**src/rtl/fifo_rd_packer_if.sv**
```systemverilog
// Bundle of the FIFO read port and the packed-word output channel used by
// fifo_rd_packer. The master side is the packer; the slave side is the
// environment (FIFO read port plus downstream word consumer).
interface fifo_rd_packer_if #(
    parameter int DATA_W = 8,
    parameter int PACK   = 4
);
    logic                   empty;
    logic [DATA_W-1:0]      rdata;
    logic                   rinc;
    logic [PACK*DATA_W-1:0] out_data;
    logic [PACK-1:0]        out_be;
    logic                   out_valid;
    logic                   out_ready;
    logic [15:0]            word_cnt;

    modport master (
        input  empty,
        input  rdata,
        input  out_ready,
        output rinc,
        output out_data,
        output out_be,
        output out_valid,
        output word_cnt
    );

    modport slave (
        output empty,
        output rdata,
        output out_ready,
        input  rinc,
        input  out_data,
        input  out_be,
        input  out_valid,
        input  word_cnt
    );
endinterface

```
**src/rtl/fifo_rd_packer.sv**
```systemverilog
// fifo_rd_packer: pops bytes from the asynchronous FIFO read port (rclk domain)
// and packs PACK of them into one output word, first byte in the low lane.
// At most one byte is ever in flight, so the assembly register never overflows
// and backpressure simply stalls rinc.
// Optional feature macro: FIFO_RD_TMO_EN -- when defined, a partial word that
// sits idle for TMO_CYC cycles with the FIFO empty is flushed with byte enables
// marking the valid lanes. When undefined, partial words wait for more bytes.
module fifo_rd_packer #(
    parameter int DATA_W  = 8,
    parameter int PACK    = 4,
    parameter int TMO_CYC = 16
) (
    input  logic              rclk,
    input  logic              rst,
    fifo_rd_packer_if.master  bus
);

    localparam int WW = PACK * DATA_W;
    localparam int CW = $clog2(PACK + 1);
    localparam logic [CW-1:0] CNT_FULL = CW'(PACK);
    localparam logic [CW-1:0] CNT_LAST = CW'(PACK - 1);
    localparam bit CFG_OK = (PACK >= 2) && (PACK <= 8) && (TMO_CYC >= 2);

    // A misconfigured instance elaborates this marker scope, easy to spot in the hierarchy.
    if (!CFG_OK) begin : g_bad_pack_or_timeout_config
    end

    logic [WW-1:0]     asm_q, asm_d;
    logic [CW-1:0]     asm_cnt_q, asm_cnt_d;
    logic              rd_pend_q, rd_pend_d;
    logic [WW-1:0]     out_data_q, out_data_d;
    logic [PACK-1:0]   out_be_q, out_be_d;
    logic              out_valid_q, out_valid_d;
    logic [15:0]       word_cnt_q, word_cnt_d;

    logic              rinc;
    logic              out_free;
    logic [CW:0]       inflight;
    logic [WW-1:0]     asm_with_byte;
    logic              flush_now;
    logic [WW-1:0]     part_data;
    logic [PACK-1:0]   part_be;

    assign out_free = !out_valid_q || bus.out_ready;

    // Pop whenever the bytes already held plus the one in flight leave room in the word.
    always_comb begin
        inflight = {1'b0, asm_cnt_q} + {{CW{1'b0}}, rd_pend_q};
        rinc     = !bus.empty && (inflight < (CW+1)'(PACK));
    end

    // Assembly contents with the arriving byte dropped into lane asm_cnt.
    always_comb begin
        asm_with_byte = asm_q;
        for (int i = 0; i < PACK; i++) begin
            if (CW'(i) == asm_cnt_q) begin
                asm_with_byte[i*DATA_W +: DATA_W] = bus.rdata;
            end
        end
    end

    // Partial-word view: lanes below asm_cnt are live, the rest read as zero.
    always_comb begin
        part_data = '0;
        part_be   = '0;
        for (int i = 0; i < PACK; i++) begin
            if (CW'(i) < asm_cnt_q) begin
                part_be[i]                    = 1'b1;
                part_data[i*DATA_W +: DATA_W] = asm_q[i*DATA_W +: DATA_W];
            end
        end
    end

`ifdef FIFO_RD_TMO_EN
    localparam int TW = $clog2(TMO_CYC + 1);
    localparam logic [TW-1:0] TMO_LAST = TW'(TMO_CYC - 1);

    logic [TW-1:0] tmo_q, tmo_d;
    logic          tmo_qual;
    logic          tmo_expired;

    // Idle timer: counts only while a partial word waits on an empty FIFO, saturates while the output is busy.
    always_comb begin
        tmo_qual    = (asm_cnt_q != '0) && (asm_cnt_q < CNT_FULL) && !rd_pend_q && bus.empty;
        tmo_expired = tmo_qual && (tmo_q >= TMO_LAST);
        flush_now   = tmo_expired && out_free;
        tmo_d       = '0;
        if (tmo_qual && !flush_now) begin
            tmo_d = tmo_expired ? TMO_LAST : tmo_q + TW'(1);
        end
    end

    // Timer register.
    always_ff @(posedge rclk or posedge rst) begin
        if (rst) begin
            tmo_q <= '0;
        end else begin
            tmo_q <= tmo_d;
        end
    end
`else
    assign flush_now = 1'b0;
`endif

    // Packing, word hand-off and handshake bookkeeping.
    always_comb begin
        asm_d       = asm_q;
        asm_cnt_d   = asm_cnt_q;
        rd_pend_d   = rinc;
        out_data_d  = out_data_q;
        out_be_d    = out_be_q;
        out_valid_d = out_valid_q;
        word_cnt_d  = word_cnt_q;

        if (out_valid_q && bus.out_ready) begin
            word_cnt_d  = word_cnt_q + 16'd1;
            out_valid_d = 1'b0;
        end

        if (asm_cnt_q == CNT_FULL) begin
            if (out_free) begin
                out_data_d  = asm_q;
                out_be_d    = '1;
                out_valid_d = 1'b1;
                asm_cnt_d   = '0;
            end
        end else if (rd_pend_q) begin
            asm_d = asm_with_byte;
            if (asm_cnt_q == CNT_LAST) begin
                if (out_free) begin
                    out_data_d  = asm_with_byte;
                    out_be_d    = '1;
                    out_valid_d = 1'b1;
                    asm_cnt_d   = '0;
                end else begin
                    asm_cnt_d   = CNT_FULL;
                end
            end else begin
                asm_cnt_d = asm_cnt_q + CW'(1);
            end
        end else if (flush_now) begin
            out_data_d  = part_data;
            out_be_d    = part_be;
            out_valid_d = 1'b1;
            asm_cnt_d   = '0;
        end
    end

    // State registers; reset discards any partial word and in-flight byte.
    always_ff @(posedge rclk or posedge rst) begin
        if (rst) begin
            asm_q       <= '0;
            asm_cnt_q   <= '0;
            rd_pend_q   <= 1'b0;
            out_data_q  <= '0;
            out_be_q    <= '0;
            out_valid_q <= 1'b0;
            word_cnt_q  <= '0;
        end else begin
            asm_q       <= asm_d;
            asm_cnt_q   <= asm_cnt_d;
            rd_pend_q   <= rd_pend_d;
            out_data_q  <= out_data_d;
            out_be_q    <= out_be_d;
            out_valid_q <= out_valid_d;
            word_cnt_q  <= word_cnt_d;
        end
    end

    assign bus.rinc      = rinc;
    assign bus.out_data  = out_data_q;
    assign bus.out_be    = out_be_q;
    assign bus.out_valid = out_valid_q;
    assign bus.word_cnt  = word_cnt_q;

endmodule
```
**src/flat_wrapper.sv**
```systemverilog
// flat-port wrapper written by rule: the top's interface ports become plain ports
module fifo_rd_packer_flat 
#(
    parameter int DATA_W  = 8,
    parameter int PACK    = 4,
    parameter int TMO_CYC = 16
)
  (rclk, rst, bus_empty, bus_rdata, bus_out_ready, bus_rinc, bus_out_data, bus_out_be, bus_out_valid, bus_word_cnt);
  fifo_rd_packer_if #(.DATA_W(DATA_W), .PACK(PACK)) bus_i ();
  input  logic rclk;
  input  logic rst;
  input wire logic [$bits(bus_i.empty)-1:0] bus_empty;
  input wire logic [$bits(bus_i.rdata)-1:0] bus_rdata;
  input wire logic [$bits(bus_i.out_ready)-1:0] bus_out_ready;
  output wire logic [$bits(bus_i.rinc)-1:0] bus_rinc;
  output wire logic [$bits(bus_i.out_data)-1:0] bus_out_data;
  output wire logic [$bits(bus_i.out_be)-1:0] bus_out_be;
  output wire logic [$bits(bus_i.out_valid)-1:0] bus_out_valid;
  output wire logic [$bits(bus_i.word_cnt)-1:0] bus_word_cnt;
  assign bus_i.empty = bus_empty;
  assign bus_i.rdata = bus_rdata;
  assign bus_i.out_ready = bus_out_ready;
  assign bus_rinc = bus_i.rinc;
  assign bus_out_data = bus_i.out_data;
  assign bus_out_be = bus_i.out_be;
  assign bus_out_valid = bus_i.out_valid;
  assign bus_word_cnt = bus_i.word_cnt;
  fifo_rd_packer #(.DATA_W(DATA_W), .PACK(PACK), .TMO_CYC(TMO_CYC)) u_core (.rclk(rclk), .rst(rst), .bus(bus_i));
endmodule
```
**config.mk**
```make
export PLATFORM = sky130hd
export DESIGN_NAME = fifo_rd_packer_flat
export DESIGN_NICKNAME = d
export VERILOG_FILES = /design/src/rtl/fifo_rd_packer_if.sv /design/src/rtl/fifo_rd_packer.sv /design/src/flat_wrapper.sv
export SDC_FILE = /design/constraint.sdc
export NUM_CORES = 1
export LEC_CHECK = 0
export CORE_MARGIN = 1
export CORE_UTILIZATION = 55
export DETAILED_ROUTE_END_ITERATION = 12
export PLACE_DENSITY_LB_ADDON = 0.05
export SLEW_MARGIN = 10
export SYNTH_ARGS = -nofsm -noshare
export SYNTH_HDL_FRONTEND = slang
export SYNTH_SLANG_ARGS = --single-unit
```
**constraint.sdc**
```tcl
create_clock -name rclk -period 4.75 [get_ports rclk]
set_clock_uncertainty 0.05 [all_clocks]
set_input_delay 0.475 -clock rclk [delete_from_list [all_inputs] [get_ports rclk]]
set_output_delay 0.475 -clock rclk [all_outputs]
set_load 0.005 [all_outputs]
```
==> flow_metrics.tcl, run 1 <==
set metrics [dict create \
    netlist_area_um2 3710 \
    ctsResizeCount 0 \
    io_buffers 65 \
    synthXorXnorAreaFrac 0.0354 \
    cts-root-buf "clkbuf_8" \
    synth_mux_area_frac 0.192 \
    syn_avg_cell_area_um2 12.3 \
    wire_per_inst_um 15.9 \
    drt_iter0_drc 110 \
    ant_nets 0 \
    outcome "finished, violations left" \
    synth_nets 320 \
    netlist.area_leader.share 0.579 \
    wl_mm 7.09 \
    path_clk_slew_ns 0.09 \
    worst_pin_slew_ns 1.11 \
    initial_core_util 0.578 \
    num_rows 29 \
    first_pass_iters 8 \
    syn_inst 303 \
    swShare 0.315 \
    clockBufferDepth 2 \
    ys.flop_type "dfrtp_1" \
    synth_adder_area_share 0.0168 \
    leakagePower_nw 2.01 \
    setup_viol 0 \
    synth_compound_area_frac 0.0519 \
    seqPwrFrac 0.418 \
    drc_errors 8 \
    coreArea_um2 6420 \
    routabilityCongestion 0.807 \
    pin_count 66 \
    synth_simple_gate_area_share 0.0916 \
    yosys-top-cells-area "dfrtp_1 58%, mux2_2 10%, mux2i_1 8.9%" \
    grt_antenna_before_repair 0 \
    p_int_w 0.00201 \
    finalMaxSlewViolations 0 \
    synth_top_family_by_area "multiplexers" \
    required_ns 4.98 \
    tritoncts "done" \
    p_switching_w 0.000923 \
    setup_tns_ns 0 \
    nets 382 \
    synth_warnings 0 \
    crit_fanout 44 \
    ctsHoldBuffers 0 \
    die_x_um 84.2 \
    overflow 0 \
    crit_arrival_ns 3.04 \
    grt_max_degree 47 \
    ys_async_sr_fraction 1.00 \
    yosysSeqAreaShare 0.579 \
    finalCritPeriodShare 0.593 \
    totalPowerFinal_w 0.00293 \
    hp-class "flip-flop to flip-flop" \
    h-tree-depth 3 \
    maxCapViolCount 0 \
    die_y_um 84.2 \
    grt_pass1_vias 2437 \
    combPwrFrac 0.389 \
    drive_gt1_frac 0.157 \
    synth.distinct_cells 27 \
    grt_pass1_wl_mm 11.8 \
    synth_area_leader_cell "dfrtp_1" \
    die-area_um2 7090 \
    p_clk_frac 0.193 \
    track_usage 0.219 \
    cts_setup_buffers 0 \
    fmax_mhz 355 \
    clock_latency_ns 0.35 \
    power_per_cell_area_nw_per_um2 637 \
    min_period_ns 2.82 \
    violations "DRC" \
    vias 2473 \
    worst-setup-path-type "flip-flop to flip-flop" \
    clock_sinks 86 \
    rsz0062_at_grt "false" \
    dpl.hpwl_mm 4.78 \
    antennaDiodeCount 0 \
    synth-edff-count 0 \
    worstSetupEndpointType "flip-flop" \
    ys_ff_latch 86 \
    relSlewSlack 0.261 \
    numCtsBuffers 9 \
    area_growth_pct 23.9 \
    viasPerCell 5.53 \
    peakVddDrop_mv 0.330 \
    crit_path_start_kind "flip-flop" \
    hold_violations 0 \
]
## layout by cell type, fill, tap and decap left out, types with 5 or more instances in the layout
| cell | instances |
|---|---|
| dfrtp_1 | 86 |
| clkdlybuf4s50_1 | 65 |
| nor2_1 | 36 |
| mux2_2 | 34 |
| mux2i_1 | 33 |
| a21oi_1 | 32 |
| nand2_1 | 12 |
| xnor2_1 | 12 |
| clkbuf_8 | 10 |
| nand3_1 | 9 |
| ha_1 | 5 |
## cell usage after synthesis (all sizes together) (2+ instances only)
library cell,number
nand2,15
nand3,9
nand4,3
dfrtp,86
buf,16
nor2,36
nand2b,3
mux2i,33
inv,4
mux2,34
ha,5
xor2,3
nor2b,2
a21oi,32
nand3b,2
xnor2,12
## worst paths after layout
| path | slack [ns] | startpoint | endpoint | depth (start not counted) |
|---|---|---|---|---|
| max | 1.93 | u_core.asm_cnt_q[0]$_DFFE_PP0P_ | u_core.bus.out_data[31]$_DFFE_PP0P_ | 6 |
| min | 0.43 | u_core.bus.word_cnt[15]$_DFFE_PP0P_ | u_core.bus.word_cnt[15]$_DFFE_PP0P_ | 1 |
| min in group asynchronous | 0.52 | rst | u_core.asm_q[17]$_DFFE_PP0P_ | 2 |
| min reg2reg | 0.43 | u_core.bus.word_cnt[15]$_DFFE_PP0P_ | u_core.bus.word_cnt[15]$_DFFE_PP0P_ | 1 |
| max reg2reg | 1.93 | u_core.asm_cnt_q[0]$_DFFE_PP0P_ | u_core.bus.out_data[31]$_DFFE_PP0P_ | 6 |
| max in group asynchronous | 3.12 | rst | u_core.bus.word_cnt[11]$_DFFE_PP0P_ | 3 |
## cells by family after synthesis
kind of cell / after synthesis
AOI/OAI and AO/OA: 36
xor gates and xnor gates: 15
adders and majority gates: 5
buffers and inverters: 20
DFF: 86
muxes: 67
and+or+nand+nor: 74
## sequential cells by signal (all words and copies together), names as in the netlist
| register | flops |
|---|---|
| u_core.rd_pend_q | 1 |
| u_core.asm_cnt_q | 3 |
| u_core.bus.out_valid | 1 |
| u_core.bus.word_cnt | 16 |
| u_core.bus.out_be | 1 |
| u_core.asm_q | 32 |
| u_core.bus.out_data | 32 |
## per-layer routing
layer	routed length, um	track usage	vias to the layer above
met4	149	0.107	0
li1	-	-	1162
met1	3200	0.288	1228
met3	301	0.0393	14
met2	3440	0.354	69
met5	0	0	-
## critical path, stage by stage, from the launching register on
cell and delay (ns):
dfrtp_1 0.43, ha_1 0.21, nand3b_1 0.43, a21boi_4 0.99, buf_4 0.39, nor2_1 0.08, a21oi_1 0.14
## power by group through the flow
stage	clock network (W)	registers [W]	logic [W]
3_3_place_gp	0	0.00123	0.00112
4_1_cts	0.000577	0.00123	0.00116
6_report	0.000566	0.00123	0.00114
3_5_place_dp	0	0.00124	0.00115
2_1_floorplan	0	0.00122	0.000705
5_1_grt	0.000608	0.00127	0.00126
## stage by stage
stage / instances / util / hold WS [ns] / worst slack, ns / cell area (um^2)
2_1_floorplan: 303 / - / 0.418 / 2.00 / 3710
3_5_place_dp: 431 / 0.682 / 0.424 / 1.94 / 4380
5_1_grt: 447 / 0.717 / 0.462 / 1.67 / 4600
3_3_place_gp: 431 / 0.682 / 0.411 / 2.04 / 4380
6_report: 447 / 0.717 / 0.427 / 1.93 / 4600
4_1_cts: 447 / 0.717 / 0.436 / 1.94 / 4600
## final cells by class
| cell class | instances | area [um^2] |
|---|---|---|
| repair buffers | 67 | 666 |
| flip-flops and latches | 86 | 2150 |
| clock buffers | 11 | 141 |
| inverters | 4 | 16.3 |
| fillers | 483 | 1820 |
| clock inverters | 5 | 82.6 |
| multi-input cells | 197 | 1450 |
| well taps | 77 | 96.3 |
Power figures use the tool's default switching activity.
==> run 2, diff against run 1 <==
--- a/config.mk
+++ b/config.mk
@@ -6,7 +6,7 @@
 export NUM_CORES = 1
 export LEC_CHECK = 0
 export CORE_MARGIN = 1
-export CORE_UTILIZATION = 55
+export CORE_UTILIZATION = 47
 export DETAILED_ROUTE_END_ITERATION = 12
 export PLACE_DENSITY_LB_ADDON = 0.05
 export SLEW_MARGIN = 10
==> constraint.sdc (replaced) <==
create_clock -name rclk -period 2.5 [get_ports rclk]
set_clock_uncertainty 0.05 [all_clocks]
set_input_delay 0.25 -clock rclk [delete_from_list [all_inputs] [get_ports rclk]]
set_output_delay 0.25 -clock rclk [all_outputs]
set_load 0.005 [all_outputs]
==> run 2 against run 1 <==
  * The flow now finishes without violations
  * Critical path depth down 4
  * Sequential cell count stayed put
  * Worst hold slack lost 0.17 ns
  * Routed wire length fell by 0.18%
  * Non-clock buffer count is 5 higher
  * Register-to-register slack got worse by 1.3 ns
  * Critical endpoint is now bus_rinc
  * Via count down 1.4%
  * Clock-buffer cell count unchanged
  * Combinational power grew 91%
  * Setup slack lost 1.5 ns
==> flow_metrics.tcl, run 2 (same netlist as run 1, synthesis figures left out) <==
set metrics [dict create \
    outcome "completed" \
    drt_iter0_drc 95 \
    h-tree-depth 3 \
    clockBufferDepth 2 \
    finalMaxSlewViolations 0 \
    final_core_util 0.605 \
    initial_core_util 0.483 \
    setup_viol 0 \
    nets 387 \
    leakagePower_nw 2.03 \
    viasPerCell 5.11 \
    ff2ff_path_depth 7 \
    worst_pin_slew_ns 0.662 \
    antennaDiodeCount 0 \
    vias 2438 \
    power_per_cell_area_nw_per_um2 1170 \
    routabilityCongestion 0.711 \
    die_y_um 90.9 \
    grt_pass1_vias 2415 \
    placed_area_um2 4460 \
    grt_antenna_before_repair 0 \
    setup_tns_ns 0 \
    cts_setup_buffers 0 \
    fin_cells 477 \
    track_usage 0.189 \
    worstSetupEndpointType "output pin" \
    wire_per_inst_um 14.8 \
    mostFrequentLayoutCell "dfrtp_1" \
    tritoncts "done" \
    die-area_um2 8260 \
    die_x_um 90.9 \
    crit_path_start_kind "flip-flop" \
    finalCritPeriodShare 0.822 \
    maxCapViolCount 0 \
    area_growth_pct 25.2 \
    cts-root-buf "clkbuf_8" \
    relSlewSlack 0.559 \
    io_buffers 65 \
    crit_fanout 8 \
    min_period_ns 2.05 \
    hp-class "primary input to asynchronous set/reset pin" \
    crit_arrival_ns 1.75 \
    pin_count 66 \
    hold_ws_ns 0.256 \
    ant_nets 0 \
    numCtsBuffers 9 \
    wl_mm 7.07 \
    final_cell_mix "86 x dfrtp_1, 65 x clkdlybuf4s50_1, 36 x nor2_1" \
    fmax_mhz 487 \
    drc_errors 0 \
    grt_max_degree 45 \
    dp.cells 461 \
    coreArea_um2 7690 \
    required_ns 2.20 \
    num_rows 32 \
    rsz0062_at_grt "false" \
    ctsHoldBuffers 0 \
    clock_latency_ns 0.34 \
    dpl.hpwl_mm 4.84 \
    first_pass_iters 4 \
    path_clk_slew_ns 0.08 \
    ctsResizeCount 0 \
    peakVddDrop_mv 0.647 \
    hold_violations 0 \
    clock_sinks 86 \
    grt_pass1_wl_mm 12.1 \
    final_area_um2 4650 \
    worst-setup-path-type "flip-flop to output pin" \
    drive_gt1_frac 0.165 \
    overflow 0 \
]
## run 2: worst paths after layout
kind | startpoint | end | slack [ns]
hold reg to reg | u_core.bus.word_cnt[15]$_DFFE_PP0P_ | u_core.bus.word_cnt[15]$_DFFE_PP0P_ | 0.43
max in group asynchronous | rst | u_core.asm_q[19]$_DFFE_PP0P_ | 1.48
min in group rclk | bus_empty | u_core.rd_pend_q$_DFF_PP0_ | 0.40
setup reg to reg | u_core.asm_cnt_q[0]$_DFFE_PP0P_ | u_core.bus.out_data[18]$_DFFE_PP0P_ | 0.66
hold / removal | rst | u_core.bus.out_be[2]$_DFFE_PP0P_ | 0.26
setup / recovery | u_core.rd_pend_q$_DFF_PP0_ | bus_rinc | 0.45
## run 2: per-layer routing
layer  wire length [um]  GRT usage  vias up
met5                  0          0        -
met4                 93     0.0794        0
met3                244     0.0345        9
met2               3410      0.306       42
met1               3330      0.251     1206
li1                   -          -     1181
## run 2: report_power, final
group | leakage [nW] | internal [W] | total [W] | switching (W)
Combinational | 0.921 | 0.00127 | 0.00218 | 0.000908
Sequential | 1.02 | 0.00198 | 0.00233 | 0.000343
Clock | 0.0899 | 0.000465 | 0.000956 | 0.000492
## run 2: cell type report
type	instances	area [um^2]
Multi-Input combinational cell	197	1450
Tap cell	102	128
Clock inverter	5	58.8
Sequential cell	86	2150
Timing Repair Buffer	72	716
Fill cell	662	3040
Inverter	4	18.8
Clock buffer	11	131
## run 2: metrics by stage
| stage | total power [W] | setup slack (ns) |
|---|---|---|
| after floorplan | 0.00365 | 0.837 |
| after global placement | 0.00451 | 0.618 |
| after detailed placement | 0.00457 | 0.557 |
| after CTS | 0.00554 | 0.413 |
| after global routing | 0.00586 | 0.317 |
| final | 0.00546 | 0.446 |
## run 2: worst max-delay path, stage by stage (launching register included)
cell and delay (ns):
dfrtp_1 0.50, a311oi_1 0.36, clkdlybuf4s50_1 0.56
==> run 3, diff against run 2 <==
==> constraint.sdc (replaced) <==
create_clock -name rclk -period 1.85 [get_ports rclk]
set_clock_uncertainty 0.05 [all_clocks]
set_input_delay 0.185 -clock rclk [delete_from_list [all_inputs] [get_ports rclk]]
set_output_delay 0.185 -clock rclk [all_outputs]
set_load 0.005 [all_outputs]
==> run 3 against run 2 <==
  * The run now ends with DRC left
  * Largest power group is now combinational logic
  * Sequential power up 35%
  * Global-route usage is 0.16 points lower
  * Die area stayed put
  * Critical path depth rose by 6
  * Via count rose by 3.0%
  * Final cell count up 2.9%
  * Power rose by 45%
  * Largest cell class unchanged
==> flow_metrics.tcl, run 3 (same netlist as run 1, synthesis figures left out) <==
set metrics [dict create \
    leakagePower_nw 2.14 \
    clockBufferDepth 2 \
    ant_nets 0 \
    hold_violations 0 \
    final_cell_mix "86 x dfrtp_1, 64 x clkdlybuf4s50_1, 36 x nor2_1" \
    routabilityCongestion 0.761 \
    hp-class "primary input to asynchronous set/reset pin" \
    finalMaxSlewViolations 0 \
    crit_path_start_kind "flip-flop" \
    path_cells "buf_4, ha_1, nand3b_1, a21boi_4, buf_12, clkbuf_16, nor2_1, a21oi_1" \
    drive_gt1_frac 0.203 \
    dpl.hpwl_mm 4.77 \
    die_y_um 90.9 \
    relSlewSlack 0.789 \
    worst_pin_slew_ns 0.315 \
    rsz0062_at_grt "false" \
    violations "DRC" \
    setup_tns_ns 0 \
    drt_iter0_drc 108 \
    maxCapViolCount 0 \
    tritoncts "done" \
    totalPowerFinal_w 0.00791 \
    crit_slowest_cell "dfrtp_1" \
    ctsHoldBuffers 0 \
    track_usage 0.187 \
    hold_ws_ns 0.219 \
    mostFrequentLayoutCell "dfrtp_1" \
    drc_errors 1 \
    h-tree-depth 3 \
    cpPeakStageDelay_ns 0.35 \
    required_ns 2.07 \
    crit_arrival_ns 1.99 \
    die_x_um 90.9 \
    overflow 0 \
    vias 2511 \
    clock_latency_ns 0.35 \
    peakVddDrop_mv 0.775 \
    antennaDiodeCount 0 \
    ff2ff_path_depth 8 \
    min_period_ns 1.77 \
    initial_core_util 0.483 \
    clock_sinks 86 \
    gr-max-usage-layer "met2" \
    cts-root-buf "clkbuf_8" \
    fmax_mhz 565 \
    grt_pass1_vias 2506 \
    worst-setup-path-type "flip-flop to flip-flop" \
    wire_per_inst_um 15.3 \
    nets 401 \
    final_core_util 0.638 \
    grt_pass1_wl_mm 12.1 \
    crit_fanout 22 \
    first_pass_iters 8 \
    pin_count 66 \
    worstSetupEndpointType "flip-flop" \
    io_buffers 65 \
    wl_mm 7.50 \
    grt_antenna_before_repair 0 \
    power_per_cell_area_nw_per_um2 1610 \
    coreArea_um2 7690 \
    grt_use_met1 0.247 \
    viasPerCell 5.11 \
    outcome "finished, violations left" \
    finalCritPeriodShare 0.956 \
    area_growth_pct 32.0 \
    grt.met2_usage 0.311 \
    setup_viol 0 \
    grt_max_degree 45 \
    die-area_um2 8260 \
    path_clk_slew_ns 0.09 \
    numCtsBuffers 9 \
    num_rows 32 \
    grtUsageMet3 0.0328 \
]
-- run 3: cell count changes in the layout (fill, tap and decap cells not counted), sizes merged --
cell,before,now
buf,7,18
clkbuf,11,14
clkinvlp,3,2
clkdlybuf4s50,65,64
dlygate4sd2,0,1
bufinv,1,2
-- run 3: power by group --
part	switching (W)	internal (W)	total, W
clock	0.000679	0.000765	0.00144
combinational	0.00134	0.00198	0.00332
sequential	0.000463	0.00268	0.00314
total	0.00248	0.00543	0.00791
-- run 3: layer usage --
layer / share of wire / up-vias / wire (um)
met1: 0.46 / 1258 / 3480
met5: 0 / - / 0
met3: 0.030 / 7 / 224
li1: - / 1201 / -
met4: 0.010 / 0 / 78
met2: 0.50 / 45 / 3720
-- run 3: timing repair --
| action | CTS | global route |
|---|---|---|
| pin swaps | 0 | 2 |
| endpoints found under the setup margin | 1 | 31 |
| resized for setup | 2 | 3 |
| cloned | 0 | 3 |
| setup buffers | 1 | 1 |
-- run 3: critical path: cells and delay by family (launching register included) --
kind | cells | cell delay (ns)
buffers and inverters | 3 | 0.47
adder cells (fa/ha/maj) | 1 | 0.19
AO/OA/AOI/OAI | 2 | 0.38
flip-flops | 1 | 0.35
AND/OR/NAND/NOR | 2 | 0.26
-- run 3: stage by stage --
stage	worst slack [ns]	cells	cell area, um^2
6_report	0.0808	491	4900
3_5_place_dp	0.104	470	4570
5_1_grt	0.00266	491	4900
4_1_cts	0.0203	487	4790
2_1_floorplan	0.187	303	3720
3_3_place_gp	0.135	470	4570
-- run 3: worst paths after layout --
path / to / slack [ns] / startpoint
max: u_core.bus.out_data[24]$_DFFE_PP0P_ / 0.08 / u_core.asm_cnt_q[0]$_DFFE_PP0P_
min: u_core.bus.out_be[2]$_DFFE_PP0P_ / 0.22 / rst
max reg2reg: u_core.bus.out_data[24]$_DFFE_PP0P_ / 0.08 / u_core.asm_cnt_q[0]$_DFFE_PP0P_
min reg2reg: u_core.bus.word_cnt[15]$_DFFE_PP0P_ / 0.43 / u_core.bus.word_cnt[15]$_DFFE_PP0P_
max in group asynchronous: u_core.bus.out_data[0]$_DFFE_PP0P_ / 1.31 / rst
min in group rclk: u_core.rd_pend_q$_DFF_PP0_ / 0.35 / bus_empty
-- run 3: layout make-up --
| cell class | count | area [um^2] |
|---|---|---|
| Fill cell | 654 | 2790 |
| Sequential cell | 86 | 2150 |
| Multi-Input combinational cell | 197 | 1470 |
| Timing Repair Buffer | 86 | 922 |
| Clock buffer | 11 | 131 |
| Tap cell | 102 | 128 |
| Clock inverter | 5 | 81.3 |
| Inverter | 4 | 18.8 |
